$ cat config.mk
export PLATFORM = sky130hd
export DESIGN_NAME = fc_argmax
export DESIGN_NICKNAME = d
export VERILOG_FILES = /design/src/rtl/fc_argmax.sv
export SDC_FILE = /design/constraint.sdc
export NUM_CORES = 1
export LEC_CHECK = 0
export ABC_CLOCK_PERIOD_IN_PS = 4000
export BUFFER_PORTS_ARGS = -buffer_cell sky130_fd_sc_hd__buf_2
export CAP_MARGIN = 40
export CORE_MARGIN = 3
export CORE_UTILIZATION = 52
export CTS_CLUSTER_SIZE = 28
export DETAILED_ROUTE_END_ITERATION = 6
export GPL_TIMING_DRIVEN = 0
export PLACE_DENSITY = 0.76
export SYNTH_ARGS = -nofsm -noshare
export SYNTH_HDL_FRONTEND = slang
export SYNTH_SLANG_ARGS = --single-unit
$ cat constraint.sdc
create_clock -name clk -period 4 [get_ports clk]
set_clock_uncertainty 0.15 [all_clocks]
set_input_delay 0 -clock clk [delete_from_list [all_inputs] [get_ports clk]]
set_output_delay 0 -clock clk [all_outputs]
set_load 0.05 [all_outputs]
$ cat src/rtl/fc_argmax.sv
// fc_argmax: streaming argmax over one frame of logits, with top-2 margin and a one-deep result buffer.
module fc_argmax #(
  parameter int OUTPUT_NUM = 10,
  parameter int DATA_W     = 12
) (
  input  logic                     clk,
  input  logic                     rst,
  input  logic                     valid_in,
  input  logic signed [DATA_W-1:0] data_in,
  input  logic                     flush,
  input  logic                     out_ready,
  output logic                     out_valid,
  output logic [3:0]               class_idx,
  output logic signed [DATA_W-1:0] max_logit,
  output logic signed [DATA_W-1:0] second_logit,
  output logic [DATA_W:0]          margin,
  output logic [15:0]              frame_cnt,
  output logic                     drop_pulse
);
  localparam logic [0:0] EMPTY = 1'b0;
  localparam logic [0:0] HOLD  = 1'b1;
  localparam logic [3:0] LAST  = 4'(OUTPUT_NUM - 1);
  localparam logic signed [DATA_W-1:0] MINV = {1'b1, {(DATA_W-1){1'b0}}};

  if (OUTPUT_NUM < 2 || OUTPUT_NUM > 16) begin : g_bad_num
    $error("fc_argmax: OUTPUT_NUM must be within 2..16");
  end

  logic [0:0]               state_q, state_d;
  logic [3:0]               cnt_q, cnt_d, idx_q, idx_d, ridx_q, ridx_d;
  logic signed [DATA_W-1:0] max_q, max_d, sec_q, sec_d, rmax_q, rmax_d, rsec_q, rsec_d;
  logic signed [DATA_W-1:0] nmax, nsec;
  logic [3:0]               nidx;
  logic [DATA_W:0]          marg_q, marg_d;
  logic [15:0]              frame_cnt_q, frame_cnt_d;
  logic                     drop_q, drop_d;
  logic                     first, take, last, accept, load, gt_max, gt_sec;

  always_comb begin
    first       = cnt_q == 4'd0;
    take        = valid_in & ~flush;
    last        = take & (cnt_q == LAST);
    accept      = (state_q == HOLD) & out_ready;
    load        = last & ((state_q == EMPTY) | out_ready);
    drop_d      = last & (state_q == HOLD) & ~out_ready;
    gt_max      = data_in > max_q;
    gt_sec      = data_in > sec_q;
    nmax        = (first | gt_max) ? data_in : max_q;
    nsec        = first ? MINV : gt_max ? max_q : gt_sec ? data_in : sec_q;
    nidx        = first ? 4'd0 : gt_max ? cnt_q : idx_q;
    cnt_d       = flush ? 4'd0 : take ? (last ? 4'd0 : cnt_q + 4'd1) : cnt_q;
    max_d       = flush ? '0 : take ? nmax : max_q;
    sec_d       = flush ? '0 : take ? nsec : sec_q;
    idx_d       = flush ? 4'd0 : take ? nidx : idx_q;
    ridx_d      = load ? nidx : ridx_q;
    rmax_d      = load ? nmax : rmax_q;
    rsec_d      = load ? nsec : rsec_q;
    marg_d      = load ? ({nmax[DATA_W-1], nmax} - {nsec[DATA_W-1], nsec}) : marg_q;
    frame_cnt_d = frame_cnt_q + {15'd0, accept};
    state_d     = load ? HOLD : accept ? EMPTY : state_q;
  end

  always_ff @(posedge clk) begin
    if (rst) begin
      state_q     <= EMPTY;
      cnt_q       <= '0;
      idx_q       <= '0;
      max_q       <= '0;
      sec_q       <= '0;
      ridx_q      <= '0;
      rmax_q      <= '0;
      rsec_q      <= '0;
      marg_q      <= '0;
      frame_cnt_q <= '0;
      drop_q      <= 1'b0;
    end else begin
      state_q     <= state_d;
      cnt_q       <= cnt_d;
      idx_q       <= idx_d;
      max_q       <= max_d;
      sec_q       <= sec_d;
      ridx_q      <= ridx_d;
      rmax_q      <= rmax_d;
      rsec_q      <= rsec_d;
      marg_q      <= marg_d;
      frame_cnt_q <= frame_cnt_d;
      drop_q      <= drop_d;
    end
  end

  assign out_valid    = state_q == HOLD;
  assign class_idx    = ridx_q;
  assign max_logit    = rmax_q;
  assign second_logit = rsec_q;
  assign margin       = marg_q;
  assign frame_cnt    = frame_cnt_q;
  assign drop_pulse   = drop_q;
endmodule

After elaboration in Yosys (flattened, before gate mapping) --
Cells that the tools add are included.
Storage, ports and cells: memories kept 0, bits in read-only memories 0, input bits 17, word-level logic and storage cells 40, register bits after elaboration 91, output and inout bits 59, bits in latches 0, RAM bits 0
Operators by class: add/sub/neg operators 3, shifts and indexed selects 0, equality and inequality tests 1, div/mod/pow operators 0, muxes and demuxes 9, order comparisons 2, multipliers 0, reduce and logical (&&, ||, !) cells 3, bitwise gates (word level) 11
Operator list (number):
- $mux 12 | 4
- $gt 12x12->1 | 2
- $add 16x1->16 | 1
- $sub 12x12->13 | 1
- $mux 4 | 3
- $and 1x1->1 | 6
- $add 4x1->4 const B | 1
- $eq 4x4->1 const B | 1
- $logic_not 4->1 | 1
- $not 1->1 | 3
- $mux 1 | 2
- $or 1x1->1 | 2
- $reduce_bool 2->1 | 1
- $reduce_or 2->1 | 1

Logic depth before layout (Yosys ltp) --
depth after elaboration 5, gate-level depth with buffers 20, depth with buffers taken out 18

Worst setup path before layout --
No wires, ideal clock.
path type reg2reg, from register max_q[5], to register marg_q[10] (netlist: margin[10]), period minus slack after synthesis 4.146 ns, data arrival time 3.874 ns, cell stages (with the launch flop) 20, setup time 0.122 ns, slack -0.146 ns, data required time 3.728 ns, cells stage by stage dfxtp_1 -> inv_1 -> ha_1 -> a21o_1 -> a41oi_1 -> a21oi_1 -> and4bb_2 -> or2_1 -> buf_4 -> buf_4 -> a41oi_2 -> or2_1 -> ha_1 -> nor2b_1 -> o21a_1 -> o21a_1 -> o31a_1 -> o311ai_1 -> a2111oi_0 -> a311o_1
On the way: longest elaborated chain between the ends 4, elaborated cells on any way between the ends 6, classes of those cells 1 x add/sub; 1 x order compare; 3 x mux; 1 x bitwise
Ends and longest elaborated chain:
- start: declaration | line 31 | logic signed [DATA_W-1:0] max_q, max_d, sec_q, sec_d, rmax_q, rmax_d, rsec_q, rsec_d;
- start signal: assignment | line 80 | max_q <= max_d;
- $gt 12x12->1 | line 46 | gt_max = data_in > max_q;
- $or 1x1->1 or $mux 12 (tied branches) | line 48, 49
- $mux 12 (on tied branches) | line 48, 49
- $sub 12x12->13 * | line 58 | marg_d = load ? ({nmax[DATA_W-1], nmax} - {nsec[DATA_W-1], nsec}) : marg_q;
- end signal: assignment | line 85 | marg_q <= marg_d;
- end: declaration | line 34 | logic [DATA_W:0] marg_q, marg_d;
Mark *: on every way between the ends. The rest lies on a longest branch, timed or not. A chain may end at the register's enable or synchronous reset.

Worst setup path in the final report --
Ends and elaborated chain as after synthesis.

==> flow_summary.ini <==
[global_route]
grt_util_all_layers = 0.313
grt_pass1_wl_mm = 28.5
grt_start_max_net_pins = 18
gr-total-overflow = 0
number_of_antenna_violations_at_the_first_check_in_global_routing = 0
grt_pass1_vias = 5456

[logic_synthesis]
number_of_enable_type_register_cells_in_the_synthesized_netlist = 0
synth.cells.most_frequent = dfxtp_1 (91), nand2_1 (52), nor2_1 (44)
synth.top_cell.area_share = 0.336
post_synth_inst_count = 644
synth_largest_area_cell = dfxtp_1
mappedNetlistNets = 703
synth.top_cells.by_area = dfxtp_1 (34%), ha_1 (9.5%), nand2_1 (3.6%)
postSynthRegisterBits = 91
post_synth_num_cell_types = 63
yosysSeqAreaShare = 0.336
synthMostInstantiatedCell = dfxtp_1
syn-cell-area_um2 = 5420
average_cell_area_after_synthesis_um2 = 8.42
async_reset_ff_frac = 0
primary_ff_master_synth = dfxtp_1
yosys_warns = 0

[die]
floorplan.die_area_um2 = 11700
initial_core_util = 0.544
core_region_area_um2 = 9950
placementRows = 36
horizontal_die_dimension_um = 108
floorplan.die.height_um = 108
ioPinCount = 76

[timing]
finalWorstPathRequiredPeriod_ns = 4.34
maxSlewHeadroom = 0.609
drv_slew = 0
slew_at_the_pin_closest_to_its_max_slew_limit_ns = 0.587
setup-violations-final = 6
fmaxAchievable_mhz = 230
fin_crit_sh = 1.09
finalHoldViolations = 0
rsz0062_at_grt = true
final.setup.worst_slack_ns = -0.341

[clock_network]
cts_max_path_buffers = 2
clk_pin_slew_ns = 0.10
clk_root_buffer_cell = clkbuf_8
cts_tree = built
cts_made_buffers = 9
worstSkewPairLatency_ns = 0.37
clock_sinks = 91
cts_max_level = 3

[place]
post-dp-hpwl_mm = 12.6
io_buffer_count = 74
gp_routability_congestion = 0.979

[setup_path]
required_worst_endpoint_ns = 4.10
rr_worst_depth = 19
timing.critical_path.to_type = flip-flop
cp_data_arrival_time_ns = 4.45
worstPathCellList = inv_4 > ha_4 > nand4_1 > o21bai_1 > o31ai_2 > and4bb_2 > buf_4 > buf_8 > nor3_4 > a41oi_2 > or2_4 > ha_4 > nor2b_1 > o21a_1 > o21a_1 > o31a_1 > o311ai_4 > a2111oi_2 > a311o_1
reg2reg_slack_ns = -0.34
crit_path_max_fanout = 10
crit-reg2reg-capture = margin[10]
setup.worst_path.start_class = flip-flop
worstSetupPathType = reg -> reg
cp_max_delay_cell = dfxtp_2
worst_path_largest_cell_delay_ns = 0.37
r2r_start = max_q[5]

[flow_run]
maxCapViolCount = 0

[route]
drtAntennaViolNets = 0
drtPass1Iterations = 7
drt_wl_total_mm = 18.5
drc = 2
drt_first_iter_violations = 571
avgViaCountPerCell = 6.23
routedWlPerCell_um = 19.9
dr_total_vias = 5775

[hold_path]
hold_path.startpoint = data_in[1]
timing.hold.worst.class = in -> reg
hold_path_end = max_logit[1]
whs_path_depth = 3

[final_layout]
final_core_utilization = 0.717
multi_input_combinational_cell_area_um2 = 3690
area.growth.synth_to_final_pct = 31.7
finalNetCount = 848
post_route_cells_drive_above_1_share = 0.339
filler_cell_count = 764
antennaDiodeCount = 0
seq_area_um2 = 1850

[power_and_ir_drop]
power_density_nw_per_um2 = 282
power_leakage_nw = 2.78
total_power_mw = 2.01
peakVddDrop_mv = 0.244

[run_status]
violations = design-rule violations, negative setup slack
status = finished, violations left
==> where the power goes <==
part	switching, mW	total (mW)	internal [mW]
clock	0.367	0.603	0.236
combinational	0.285	0.490	0.205
sequential	0.00604	0.918	0.912
total	0.658	2.01	1.35
==> metal layers <==
metal	vias to the layer above	routed length, um	GRT usage
met2	323	8700	0.519
met4	0	746	0.124
li1	2643	-	-
met1	2733	7230	0.401
met3	76	1780	0.0609
met5	-	0	0
==> state kept, by name, summed over array words and instances, names as in the netlist <==
signal,count
second_logit,12
idx_q,4
cnt_q,4
max_logit,12
frame_cnt,16
drop_pulse,1
out_valid,1
margin,13
max_q,12
class_idx,4
sec_q,12
==> through the flow <==
step	instances	instance area (um^2)	setup TNS [ns]	setup slack (ns)	hold slack [ns]
after floorplan	644	5460	-0.0384	-0.0384	-0.00288
after global placement	851	6000	-3.10	-0.615	0.183
after detailed placement	851	6000	-3.79	-0.656	0.192
after CTS	919	7000	-0.737	-0.261	0.0515
after global routing	927	7140	-2.17	-0.480	0.0843
final	927	7140	-1.19	-0.341	0.0727
==> worst max-delay path, delay by kind of cell (launching register included) <==
| kind | cells | cell delay [ns] |
|---|---|---|
| buffers and inverters | 3 | 0.35 |
| AOI/OAI and AO/OA | 9 | 1.86 |
| DFF | 1 | 0.37 |
| adders and majority gates | 2 | 0.49 |
| and+or+nand+nor | 5 | 0.98 |
==> cell usage in the layout (no fill, tap or decap), drive strengths merged, types with 7 or more instances in the layout <==
cell type and count:
a21oi 38, a41oi 12, and2 7, buf 132
clkbuf 37, dfxtp 91, dlygate4sd3 17, ha 41
inv 39, mux2 10, nand2 52, nand2b 7
nand3 16, nand4 22, nor2 44, nor3 20
o211ai 14, o21ai 49, o21ba 10, o311ai 12
o31ai 16, or2 14, or3 14, xor2 12
==> worst max path at each step <==
stage	slack, ns	endpoint	start
2_1_floorplan	-0.04	margin[10]	sec_q[11]
3_3_place_gp	-0.61	margin[10]	sec_q[11]
3_5_place_dp	-0.66	margin[10]	sec_q[11]
4_1_cts	-0.26	margin[10]	max_q[8]
5_1_grt	-0.48	margin[10]	sec_q[9]
6_report	-0.34	margin[10]	max_q[5]
==> area by class of cell <==
class | instances | share of cell area
buffer | 42 | 0.0319
multi-input combinational | 474 | 0.517
tap | 133 | 0.0233
timing repair buffer | 135 | 0.123
sequential | 91 | 0.259
clock buffer | 9 | 0.0174
inverter | 36 | 0.0207
clock inverter | 7 | 0.00824
==> kinds of logic after synthesis <==
kind of cell             synth area share
AND/OR/NAND/NOR                     0.205
buffers and inverters              0.0598
multiplexers                       0.0291
adder cells (fa/ha/maj)            0.0983
XOR/XNOR                           0.0291
AO/OA/AOI/OAI                       0.243
flip-flops                          0.336
==> repair_timing <==
| action | 4_1_cts | 5_1_grt |
|---|---|---|
| hold buffers | 17 | 0 |
| setup buffers | 35 | 10 |
| endpoints found under the hold margin | 25 | 0 |
| setup endpoints to repair | 10 | 9 |
| gates cloned | 0 | 0 |
| resized for setup | 99 | 22 |
| pin swaps | 38 | 12 |
No activity file was read; power rests on OpenSTA's default activity.
